File: src/rtl/pipe_stage_reg.sv
// Pipeline stage register with valid/ready handshake, optional skid entry,
// flush squash and saturating stall/bubble counters for the debug bus.
//
// Ports:
//   clk, rst (async active-low), flush (sync squash)
//   in_valid/in_ready/in_data/in_ctrl     : upstream beat
//   out_valid/out_ready/out_data/out_ctrl : downstream beat (ctrl gated)
//   stall_cnt  : cycles with out_valid=1 and out_ready=0 (saturating)
//   bubble_cnt : cycles with out_valid=0 (saturating)
module pipe_stage_reg #(
  parameter int unsigned DATA_W = 32,
  parameter int unsigned CTRL_W = 8,
  parameter int unsigned SKID   = 1,
  parameter int unsigned CNT_W  = 16
) (
  input  logic              clk,
  input  logic              rst,
  input  logic              flush,
  input  logic              in_valid,
  output logic              in_ready,
  input  logic [DATA_W-1:0] in_data,
  input  logic [CTRL_W-1:0] in_ctrl,
  output logic              out_valid,
  input  logic              out_ready,
  output logic [DATA_W-1:0] out_data,
  output logic [CTRL_W-1:0] out_ctrl,
  output logic [CNT_W-1:0]  stall_cnt,
  output logic [CNT_W-1:0]  bubble_cnt
);

  localparam logic [CNT_W-1:0] CNT_MAX = '1;
  localparam logic [CNT_W-1:0] CNT_ONE = 1;

  logic              main_v_q, main_v_d;
  logic              skid_v_q, skid_v_d;
  logic [DATA_W-1:0] main_data_q, main_data_d;
  logic [DATA_W-1:0] skid_data_q, skid_data_d;
  logic [CTRL_W-1:0] main_ctrl_q, main_ctrl_d;
  logic [CTRL_W-1:0] skid_ctrl_q, skid_ctrl_d;
  logic [CNT_W-1:0]  stall_q, stall_d;
  logic [CNT_W-1:0]  bubble_q, bubble_d;

  logic up_xfer;
  logic dn_xfer;

  generate
    if (SKID != 0) begin : g_skid
      // Straight from a flop: no path from out_ready to in_ready.
      assign in_ready = ~skid_v_q;
    end else begin : g_noskid
      assign in_ready = ~main_v_q | out_ready;
    end
  endgenerate

  assign dn_xfer = main_v_q & out_ready;
  // A beat offered during flush is dropped even if in_ready is high.
  assign up_xfer = in_valid & in_ready & ~flush;

  always_comb begin
    main_v_d    = main_v_q;
    skid_v_d    = skid_v_q;
    main_data_d = main_data_q;
    main_ctrl_d = main_ctrl_q;
    skid_data_d = skid_data_q;
    skid_ctrl_d = skid_ctrl_q;
    if (flush) begin
      main_v_d = 1'b0;
      skid_v_d = 1'b0;
    end else if (SKID != 0) begin
      // skid_v=1 forces in_ready=0, so refill
      // from skid never races an upstream beat.
      if (dn_xfer && skid_v_q) begin
        main_data_d = skid_data_q;
        main_ctrl_d = skid_ctrl_q;
        main_v_d    = 1'b1;
        skid_v_d    = 1'b0;
      end else if (up_xfer && (!main_v_q || dn_xfer)) begin
        main_data_d = in_data;
        main_ctrl_d = in_ctrl;
        main_v_d    = 1'b1;
      end else if (up_xfer) begin
        skid_data_d = in_data;
        skid_ctrl_d = in_ctrl;
        skid_v_d    = 1'b1;
      end else if (dn_xfer) begin
        main_v_d = 1'b0;
      end
    end else begin
      if (up_xfer) begin
        main_data_d = in_data;
        main_ctrl_d = in_ctrl;
        main_v_d    = 1'b1;
      end else if (dn_xfer) begin
        main_v_d = 1'b0;
      end
    end
  end

  // Counters look at pre-flush main_v and ignore flush.
  always_comb begin
    stall_d  = stall_q;
    bubble_d = bubble_q;
    if (main_v_q && !out_ready && stall_q != CNT_MAX)
      stall_d = stall_q + CNT_ONE;
    if (!main_v_q && bubble_q != CNT_MAX)
      bubble_d = bubble_q + CNT_ONE;
  end

  always_ff @(posedge clk or negedge rst) begin
    if (!rst) begin
      main_v_q    <= 1'b0;
      skid_v_q    <= 1'b0;
      main_data_q <= '0;
      main_ctrl_q <= '0;
      skid_data_q <= '0;
      skid_ctrl_q <= '0;
      stall_q     <= '0;
      bubble_q    <= '0;
    end else begin
      main_v_q    <= main_v_d;
      skid_v_q    <= skid_v_d;
      main_data_q <= main_data_d;
      main_ctrl_q <= main_ctrl_d;
      skid_data_q <= skid_data_d;
      skid_ctrl_q <= skid_ctrl_d;
      stall_q     <= stall_d;
      bubble_q    <= bubble_d;
    end
  end

  assign out_valid  = main_v_q;
  assign out_data   = main_data_q;
  // Write enables must never assert on a bubble.
  assign out_ctrl   = main_ctrl_q & {CTRL_W{main_v_q}};
  assign stall_cnt  = stall_q;
  assign bubble_cnt = bubble_q;

endmodule

File: config.mk
export PLATFORM = sky130hd
export DESIGN_NAME = pipe_stage_reg
export DESIGN_NICKNAME = d
export VERILOG_FILES = /design/src/rtl/pipe_stage_reg.sv
export SDC_FILE = /design/constraint.sdc
export NUM_CORES = 1
export LEC_CHECK = 0
export CORE_UTILIZATION = 40
export DETAILED_ROUTE_END_ITERATION = 8
export PLACE_DENSITY = 0.71
export SYNTH_ARGS = -nofsm -noshare
export SYNTH_HDL_FRONTEND = slang
export SYNTH_SLANG_ARGS = --single-unit
File: constraint.sdc
create_clock -name clk -period 1.9 [get_ports clk]
set_clock_uncertainty 0.1 [all_clocks]
set_input_delay 0.19 -clock clk [delete_from_list [all_inputs] [get_ports clk]]
set_output_delay 0.19 -clock clk [all_outputs]
set_load 0.01 [all_outputs]
# Yosys cells after proc, flatten, opt, wreduce, memory -nomap -nowiden
# Index checks and enable logic that the tools add are counted.
op_classes:
  n_reduce_logical: 15
  muxes: 13
  n_eq_ne: 4
  addsub: 2
  bitwise: 8
ops:
  columns: ["op", "n"]
  rows:
  - ["$mux 32", 2]
  - ["$add 16x1->16 const B", 2]
  - ["$ne 16x16->1 const B", 2]
  - ["$mux 8", 2]
  - ["$mux 1", 9]
  - ["$and 8x8->8", 1]
  - ["$reduce_and 2->1", 3]
  - ["$logic_and 1x1->1", 5]
  - ["$ne 4x2->1 const B", 1]
  - ["$not 1->1", 4]
  - ["$reduce_and 4->1", 1]
  - ["$reduce_bool 4->1", 1]
  - ["$and 1x1->1", 3]
  - ["$ne 3x3->1 const B", 1]
  - ["$reduce_bool 3->1", 1]
  - ["$logic_not 1->1", 2]
  - ["$reduce_bool 2->1", 1]
  - ["$logic_or 1x1->1", 1]
word_totals:
  out_inout_bits: 74
  register_bits: 114
  inputBits: 45
  word_cells: 50

# Logic depth before layout (Yosys ltp)
# Gate-level depths: netlist of the first run.
logic_depth:
  word_depth: 7
  mapped_depth: 6
  depth_no_buf: 5

# Worst setup path before layout of the first run
# Ideal clock, no wire load.
synth_timing:
  path_kind: "register to register"
  from: "reg stall_q[0], in the netlist stall_cnt[0]"
  to: "reg stall_q[1], in the netlist stall_cnt[1]"
  slack_ns: 0.049
  stages_incl_launch_ff: 6
  t_arrival_ns: 1.626
  cell_sequence: "dfrtp_1 ha_1 nand3_1 nor4_4 nor2_2 mux2_4"
synth_between:
  elab_chain_len: 2
synth_lines:
  columns: ["item", "line", "source"]
  rows:
  - ["start: declaration", "40", "logic [CNT_W-1:0] stall_q, stall_d;"]
  - ["start signal: assignment", "126", "stall_q <= stall_d;"]
  - ["parallel branches: the longest is 2 deep, another holds $add 16x1->16", null, null]
# Several ways; the timed one is not identified.
# A chain may end at the register's enable or synchronous reset.

# Worst setup path after layout of the first run
layout_timing:
  from: "reg main_v_q, in the netlist out_valid"
  to: "reg skid_data_q[19]"
layout_between:
  elab_chain_len: 5
layout_lines:
  columns: ["item", "line", "source"]
  rows:
  - ["start: declaration", "34", "logic main_v_q, main_v_d;"]
  - ["start signal: assignment", "120", "main_v_q <= main_v_d;"]
  - ["$and 1x1->1 or $logic_not 1->1 (tied branches)", "55, 77", null]
  - ["$logic_or 1x1->1", "77", "end else if (up_xfer && (!main_v_q || dn_xfer)) begin"]
  - ["$logic_and 1x1->1", "77", null]
  - ["$not 1->1 (no line)", null, null]
  - ["$reduce_and 4->1 (no line) *", null, null]
  - ["end signal: assignment", "124", "skid_data_q <= skid_data_d;"]
  - ["end: declaration", "37", "logic [DATA_W-1:0] skid_data_q, skid_data_d;"]
# Mark *: on every way between the ends. The rest lies on a longest branch, timed or not.

==> results.rst, run 1 <==
.. list-table::
   :header-rows: 1

   * - Metric
     - Value
   * - Worst setup path class
     - flip-flop to flip-flop
   * - Initial DRT Pass Iterations
     - 4
   * - Filler Cell Count
     - 1016
   * - Area taken by multi-input logic gates
     - 0.00216 sq mm
   * - Final weighted congestion of routability-driven global placement
     - 0.799
   * - Share of final-layout standard cells stronger than drive strength 1
     - about 14%
   * - Number of failing hold endpoints at the final stage
     - 0
   * - Ys Warns
     - 0
   * - Layout overhead on the synthesized area
     - 43.6%
   * - Critical path required time
     - 2080 ps
   * - Non-Filler Cell Area, Final
     - 0.00735 sq mm
   * - Normalized max-slew margin
     - roughly 64%
   * - Max clock buf depth
     - 2
   * - Die Area
     - 0.0133 sq mm
   * - Actual transition at the worst max-transition pin
     - between 500 and 600 ps
   * - Mapped Area
     - around 0.0051 sq mm
   * - Relative contribution of combinational cells to total power
     - a little over a fifth
   * - Nets
     - between 600 and 700
   * - ANT cells
     - 0
   * - First-pass GRT wire length
     - 18700 microns
   * - Antenna violations before repair
     - 0
   * - Maximum number of pins on one net before global-route repair
     - between 80 and 90
   * - Routed length per placed instance
     - about 15 microns
   * - Total setup violations reported at the end of the flow
     - 0
   * - Switching share of power
     - 26.8%
   * - Worst setup path startpoint
     - out_valid
   * - Switching component of the power
     - between 0.002 and 0.0025 W
   * - Hold WC Path Type
     - input pin to asynchronous set/reset pin
   * - Post-synth ARST share
     - 100%
   * - Total number of vias
     - 3676
   * - Synth Net Count
     - 471
   * - Static power due to leakage
     - 3.43 nW
   * - Initial core utilization
     - 41.7%
   * - Internal portion of total power
     - 0.00627 W
   * - Antenna-violating nets left
     - 0
   * - Critical path launch point type
     - flip-flop
   * - Total number of H-tree levels
     - 4
   * - Tcrit/Tclk final
     - between 90 and 100%
   * - Detailed Place HPWL
     - 7700 microns
   * - Number of buffers inserted during clock tree synthesis
     - 17
   * - Placement Cell Area
     - 0.00668 sq mm
   * - Number of top-level pins
     - 119
   * - Area used by sequential logic in the layout
     - between 0.002 and 0.003 sq mm
   * - All-layer global routing usage
     - 18.3%
   * - Horizontal die dimension
     - 115 microns
   * - Overflow left after global routing
     - 0
   * - Slowest-stage cell, CP
     - sky130_fd_sc_hd__or3_2
   * - Reg2Reg Launch Point
     - out_valid
   * - Overall power of the completed layout
     - 0.00856 W
   * - Worst setup slack before clock tree synthesis
     - -185 ps
   * - Clock slew at the register clock pins of the worst setup and hold paths
     - 60 ps
   * - Clock tree from TritonCTS
     - built
   * - Vias per std cell
     - 4.90
   * - Achievable frequency
     - between 0.5 and 0.6 GHz
   * - Number of flops mapped to enable cells by yosys
     - 0
   * - Syn_area_per_cell
     - 12.1 sq um
   * - Status
     - finished, final reports clean
   * - CP arrival
     - 2030 ps
   * - Longest individual stage delay on the worst path
     - 490 ps
   * - Capturing element type of the critical path
     - flip-flop
   * - Setup repair after global routing missed its margin
     - no
   * - Count of unique library cells instantiated by Yosys
     - 48
   * - Clock tree root driver cell
     - sky130_fd_sc_hd__clkbuf_16
   * - Total core area
     - roughly 0.012 sq mm
   * - Total of flip-flops plus latches after synthesis
     - around 110
   * - Power per standard cell area
     - about 1200 mW/mm^2
   * - Final wirelength
     - 11200 microns
   * - Final Max Tran Viols
     - 0
   * - Final WS setup
     - 55.4 ps
   * - Shortest clock period the worst path allows after layout
     - 1840 ps
   * - Count of routing violations after the opening detailed-route iteration
     - 135
   * - Post-synthesis cell count
     - about 420
   * - Latest clock arrival within the worst-skew pair
     - 400 ps
   * - Max capacitance violation total
     - 0
   * - Sequential element share of the synthesized area
     - about 56%
   * - Number of input and output port buffers inserted
     - 118
   * - Biggest fanout along the worst timing path
     - 40
   * - Clock network fraction of design power
     - 40.1%
   * - Row cnt
     - 40
   * - Cell Chain, Critical Path
     - buf_4 > nand2b_4 > or3_2 > buf_12 > mux2_1
   * - Vias in the first global route
     - approximately 3.8k
   * - Top_reg_cell synth
     - sky130_fd_sc_hd__dfrtp_1
   * - Flop pwr share
     - 39.1%
   * - DRC violation count after routing
     - 0
   * - Peak ir drop on the vdd network
     - 0.528 mV
   * - Slack of the worst reg-to-reg path
     - 60 ps
   * - Clock tree sinks
     - 114
   * - Die height
     - 115 microns
==> synthesized netlist by cell type (2+ instances only) <==
cell type	number	area, sq um
sky130_fd_sc_hd__mux2_1	40	450
sky130_fd_sc_hd__nand2_1	12	45.0
sky130_fd_sc_hd__nor3b_1	3	22.5
sky130_fd_sc_hd__a21oi_1	44	220
sky130_fd_sc_hd__inv_1	6	22.5
sky130_fd_sc_hd__dfrtp_1	114	2850
sky130_fd_sc_hd__nor4_1	2	12.5
sky130_fd_sc_hd__buf_6	4	45.0
sky130_fd_sc_hd__and2_1	11	68.8
sky130_fd_sc_hd__ha_1	2	25.0
sky130_fd_sc_hd__buf_2	6	30.0
sky130_fd_sc_hd__or2_0	2	12.5
sky130_fd_sc_hd__clkbuf_1	8	30.0
sky130_fd_sc_hd__o21ai_0	2	10.0
sky130_fd_sc_hd__nor3_1	7	35.0
sky130_fd_sc_hd__buf_1	2	7.51
sky130_fd_sc_hd__nand4_1	8	50.1
sky130_fd_sc_hd__o211ai_1	2	15.0
sky130_fd_sc_hd__mux2i_1	41	410
sky130_fd_sc_hd__o2111ai_1	2	17.5
sky130_fd_sc_hd__or3_1	2	12.5
sky130_fd_sc_hd__nand2b_1	2	12.5
sky130_fd_sc_hd__nor2_1	45	169
sky130_fd_sc_hd__xor2_1	13	114
sky130_fd_sc_hd__a31oi_1	2	12.5
sky130_fd_sc_hd__xnor2_1	11	96.3
sky130_fd_sc_hd__mux2_2	4	45.0
sky130_fd_sc_hd__nand3_1	6	30.0
sky130_fd_sc_hd__and4_1	2	17.5
==> area by class of cell <==
class	instances	share of cell area (%)
Sequential cell	114	38.8
Multi-Input combinational cell	283	29.4
Timing Repair Buffer	147	20.0
Clock buffer	18	5.97
Tap cell	168	2.86
Clock inverter	14	2.74
Inverter	6	0.306
==> logic make-up after synthesis <==
logic type | Yosys count | synth area share (%)
simple gates | 115 | 12.5
mux | 86 | 18.0
fa+ha+maj | 2 | 0.489
compound gates | 56 | 6.38
xor+xnor | 24 | 4.11
flops | 114 | 55.7
buf+inv | 27 | 2.79
==> path summary, 6_finish.rpt <==
| path | to | cells past startpoint |
|---|---|---|
| max in group asynchronous | bubble_cnt[9] | 3 |
| hold reg to reg | skid_data_q[21] | 1 |
| setup / recovery | skid_data_q[19] | 5 |
| hold / removal | out_data[27] | 2 |
| min in group clk | skid_ctrl_q[3] | 2 |
| setup reg to reg | skid_data_q[19] | 5 |
==> per-stage QoR <==
stage	hold slack, ps	utilization [%]	std cells	setup TNS, ps
6_report	220	60.0	750	0
3_3_place_gp	98.7	54.5	716	-6360
3_5_place_dp	102	54.5	716	-8350
2_1_floorplan	-206	-	424	0
5_1_grt	277	60.0	750	0
4_1_cts	222	59.8	750	0
==> placed cells by master, fill, tap and decap left out, types with 11 or more instances in the layout <==
cell type                         netlist  routed
sky130_fd_sc_hd__xor2_1                13      13
sky130_fd_sc_hd__nand2_1               12      12
sky130_fd_sc_hd__a21oi_1               44      44
sky130_fd_sc_hd__xnor2_1               11      11
sky130_fd_sc_hd__and2_1                11      11
sky130_fd_sc_hd__nor2_1                45      45
sky130_fd_sc_hd__clkdlybuf4s50_1        0     109
sky130_fd_sc_hd__mux2_1                40      40
sky130_fd_sc_hd__dfrtp_1              114     114
sky130_fd_sc_hd__mux2i_1               41      41
sky130_fd_sc_hd__buf_4                  1      22
sky130_fd_sc_hd__clkbuf_16              0      17
==> power by group through the flow <==
| stage | registers, W | clock network [W] | logic [W] |
|---|---|---|---|
| 2_1_floorplan | 0.00346 | 0 | 0.000689 |
| 3_3_place_gp | 0.00336 | 0 | 0.00176 |
| 3_5_place_dp | 0.00339 | 0 | 0.00181 |
| 4_1_cts | 0.00335 | 0.00350 | 0.00182 |
| 5_1_grt | 0.00342 | 0.00361 | 0.00196 |
| 6_report | 0.00335 | 0.00343 | 0.00179 |
==> sequential cells by signal (all words and copies together) (netlist names) <==
signal       cells
skid_data_q     32
bubble_cnt      16
out_valid        1
out_data        32
stall_cnt       16
skid_v_q         1
skid_ctrl_q      8
main_ctrl_q      8
==> routing by layer <==
| layer | vias to the layer above | global-route usage (%) | wire (microns) |
|---|---|---|---|
| met5 | - | 0 | 0 |
| met4 | 0 | 7.71 | 150 |
| met3 | 13 | 3.74 | 376 |
| met2 | 84 | 30.5 | 5720 |
| met1 | 1798 | 23.3 | 4970 |
| li1 | 1781 | - | - |
==> critical path, delay by kind of cell, from the launching register on <==
kind          cells  cell delay [ps]
simple gates      2              540
buf+inv           2              340
mux               1              350
flops             1              360
==> repair_timing <==
item,4_1_cts,5_1_grt
setup buffers,1,0
hold buffers,1,0
endpoints found under the hold margin,37,0
setup endpoints to repair,8,1
resized for setup,9,3
No activity file was read; power rests on OpenSTA's default activity.
==> run 2: changes to the inputs <==
--- a/config.mk
+++ b/config.mk
@@ -6,8 +6,9 @@
 export NUM_CORES = 1
 export LEC_CHECK = 0
 export CORE_UTILIZATION = 40
+export CTS_CLUSTER_DIAMETER = 200
 export DETAILED_ROUTE_END_ITERATION = 8
-export PLACE_DENSITY = 0.71
+export PLACE_DENSITY = 0.78
 export SYNTH_ARGS = -nofsm -noshare
 export SYNTH_HDL_FRONTEND = slang
 export SYNTH_SLANG_ARGS = --single-unit
==> run 2 against run 1 <==
  * Worst setup slack improved by 3.3 ps
  * Die area did not move
  * Combinational power barely moved
  * Largest power group is now sequential cells
  * Highest routed layer unchanged
==> results.rst, run 2 (same netlist as run 1, synthesis figures left out) <==
.. list-table::
   :header-rows: 1

   * - Metric
     - Value
   * - Final WS setup
     - 58.8 ps (was 55.4 ps)
   * - Total number of H-tree levels
     - 4 (unchanged)
   * - Max capacitance violation total
     - 0 (unchanged)
   * - Number of failing hold endpoints at the final stage
     - 0 (unchanged)
   * - Hold WC Path Type
     - input pin to asynchronous set/reset pin (unchanged)
   * - Die height
     - 115 microns (unchanged)
   * - Vias per std cell
     - 5.00 (was 4.90)
   * - Number of stages on the worst setup path
     - 7 (was 5)
   * - Layout overhead on the synthesized area
     - 43.8% (was 43.6%)
   * - Smallest hold slack
     - 197 ps (was 220 ps)
   * - Status
     - finished, final reports clean (unchanged)
   * - Longest individual stage delay on the worst path
     - 420 ps (was 490 ps)
   * - Horizontal die dimension
     - 115 microns (unchanged)
   * - Overflow left after global routing
     - 0 (unchanged)
   * - Tcrit/Tclk final
     - 96.9% (was 97.1%)
   * - Clock tree from TritonCTS
     - built (unchanged)
   * - Peak ir drop on the vdd network
     - 0.667 mV (was 0.528 mV)
   * - Biggest fanout along the worst timing path
     - 40 (unchanged)
   * - Buf+Inv Stages, Crit Path
     - 4 (was 2)
   * - Most common cell type on the critical path
     - sky130_fd_sc_hd__buf_4
   * - Achievable frequency
     - 0.543 GHz (was 0.542 GHz)
   * - ANT cells
     - 0 (unchanged)
   * - Initial DRT Pass Iterations
     - 5 (was 4)
   * - Capturing element type of the critical path
     - flip-flop (unchanged)
   * - Number of buffers inserted during clock tree synthesis
     - 17 (unchanged)
   * - Number of input and output port buffers inserted
     - 118 (unchanged)
   * - Total setup violations reported at the end of the flow
     - 0 (unchanged)
   * - Shortest clock period the worst path allows after layout
     - 1840 ps (about the same)
   * - Critical path required time
     - 2120 ps (was 2080 ps)
   * - DRC violation count after routing
     - 0 (unchanged)
   * - Final core utilization
     - 60.0% (about the same)
   * - Normalized max-slew margin
     - 70.6% (was 63.8%)
   * - Total core area
     - 0.0123 sq mm (unchanged)
   * - Static power due to leakage
     - 3.48 nW (was 3.43 nW)
   * - Final weighted congestion of routability-driven global placement
     - 0.764 (was 0.799)
   * - Cells on worst reg2reg path
     - 7 (was 5)
   * - Critical path launch point type
     - flip-flop (unchanged)
   * - Slowest-stage cell, CP
     - sky130_fd_sc_hd__dfrtp_2 (was sky130_fd_sc_hd__or3_2)
   * - Final Max Tran Viols
     - 0 (unchanged)
   * - Row cnt
     - 40 (unchanged)
   * - Max clock buf depth
     - 2 (unchanged)
   * - Power per standard cell area
     - 1130 mW/mm^2 (was 1160 mW/mm^2)
   * - Antenna-violating nets left
     - 0 (unchanged)
   * - Maximum number of pins on one net before global-route repair
     - 81 (unchanged)
   * - First-pass GRT wire length
     - 17900 microns (was 18700 microns)
   * - Nets
     - 617 (was 616)
   * - All-layer global routing usage
     - 17.5% (was 18.3%)
   * - Final wirelength
     - 11600 microns (was 11200 microns)
   * - Clock tree root driver cell
     - sky130_fd_sc_hd__clkbuf_16 (unchanged)
   * - Detailed Place HPWL
     - 7450 microns (was 7700 microns)
   * - Die Area
     - 0.0133 sq mm (unchanged)
   * - Antenna violations before repair
     - 0 (unchanged)
   * - Largest delay share family, worst path
     - buffers and inverters (was simple AND/OR/NAND/NOR gates)
   * - Count of routing violations after the opening detailed-route iteration
     - 172 (was 135)
   * - Vias in the first global route
     - 3756 (was 3783)
   * - Worst setup slack before clock tree synthesis
     - -166 ps (was -185 ps)
   * - Worst setup path class
     - flip-flop to flip-flop (unchanged)
   * - Clock tree sinks
     - 114 (unchanged)
   * - Routed length per placed instance
     - 15.4 microns (was 15.0 microns)
   * - Clock slew at the register clock pins of the worst setup and hold paths
     - 60 ps (about the same)
   * - Latest clock arrival within the worst-skew pair
     - 400 ps (about the same)
   * - Share of final-layout standard cells stronger than drive strength 1
     - 14.6% (was 14.4%)
   * - Commonest non-fill, non-tap cells in the layout
     - sky130_fd_sc_hd__dfrtp_1, sky130_fd_sc_hd__clkdlybuf4s50_1, sky130_fd_sc_hd__nor2_1 (unchanged)
   * - Actual transition at the worst max-transition pin
     - 441 ps (was 543 ps)
   * - Total number of vias
     - 3749 (was 3676)
   * - Number of top-level pins
     - 119 (unchanged)
   * - CP arrival
     - 2060 ps (was 2030 ps)
   * - Most common cell after layout, fill and taps aside
     - sky130_fd_sc_hd__dfrtp_1 (unchanged)
   * - Cell Chain, Critical Path
     - buf_4 > buf_4 > a221oi_4 > buf_4 > buf_6 > nor2_1 > a21oi_1 (was buf_4 > nand2b_4 > or3_2 > buf_12 > mux2_1)
   * - Initial core utilization
     - 41.7% (unchanged)
run 2: cell type report:
type | instances | area, sq um
multi-input cells | 283 | 2160
repair buffers | 148 | 1510
well taps | 168 | 210
flip-flops and latches | 114 | 2850
fillers | 1004 | 4900
clock inverters | 11 | 135
clock buffers | 20 | 467
inverters | 6 | 22.5
run 2: final timing paths:
kind	start	end	slack (ps)
min in group clk	in_ctrl[2]	skid_ctrl_q[2]	320
max in group asynchronous	rst	out_valid	820
setup reg to reg	out_valid	out_data[14]	60
hold reg to reg	skid_data_q[7]	skid_data_q[7]	390
hold / removal	rst	skid_data_q[29]	200
setup / recovery	out_valid	out_data[14]	60
run 2: layer usage:
metal,global-route usage [%],routed length (microns),up-vias
met5,0,0,-
met4,5.71,135,0
met3,4.69,539,13
met2,29.5,5730,96
met1,21.8,5180,1854
li1,-,-,1786
run 2: metrics by stage:
step	power, W	TNS [ps]	std cells	instance area (sq um)
CTS	0.00841	0	746	7270
finish	0.00834	0	750	7360
global route	0.00876	-2.80	750	7360
floorplan	0.00415	0	424	5120
detailed placement	0.00516	-7140	713	6660
global placement	0.00506	-5910	713	6660
run 2: repair_timing:
| action | 4_1_cts | 5_1_grt |
|---|---|---|
| pin swaps | 0 | 3 |
| cloned | 0 | 3 |
| buffers inserted | 1 | 1 |
| hold buffers | 1 | 0 |
| setup endpoints to repair | 8 | 14 |
| endpoints found under the hold margin | 32 | 0 |
| gates resized for setup | 7 | 10 |
run 2: power by group:
part	internal, W	total [W]	leakage [nW]	switching, W
Clock	0.00214	0.00322	0.297	0.00107
Combinational	0.00103	0.00177	1.81	0.000737
Sequential	0.00298	0.00336	1.37	0.000385
Total	0.00615	0.00834	3.48	0.00220
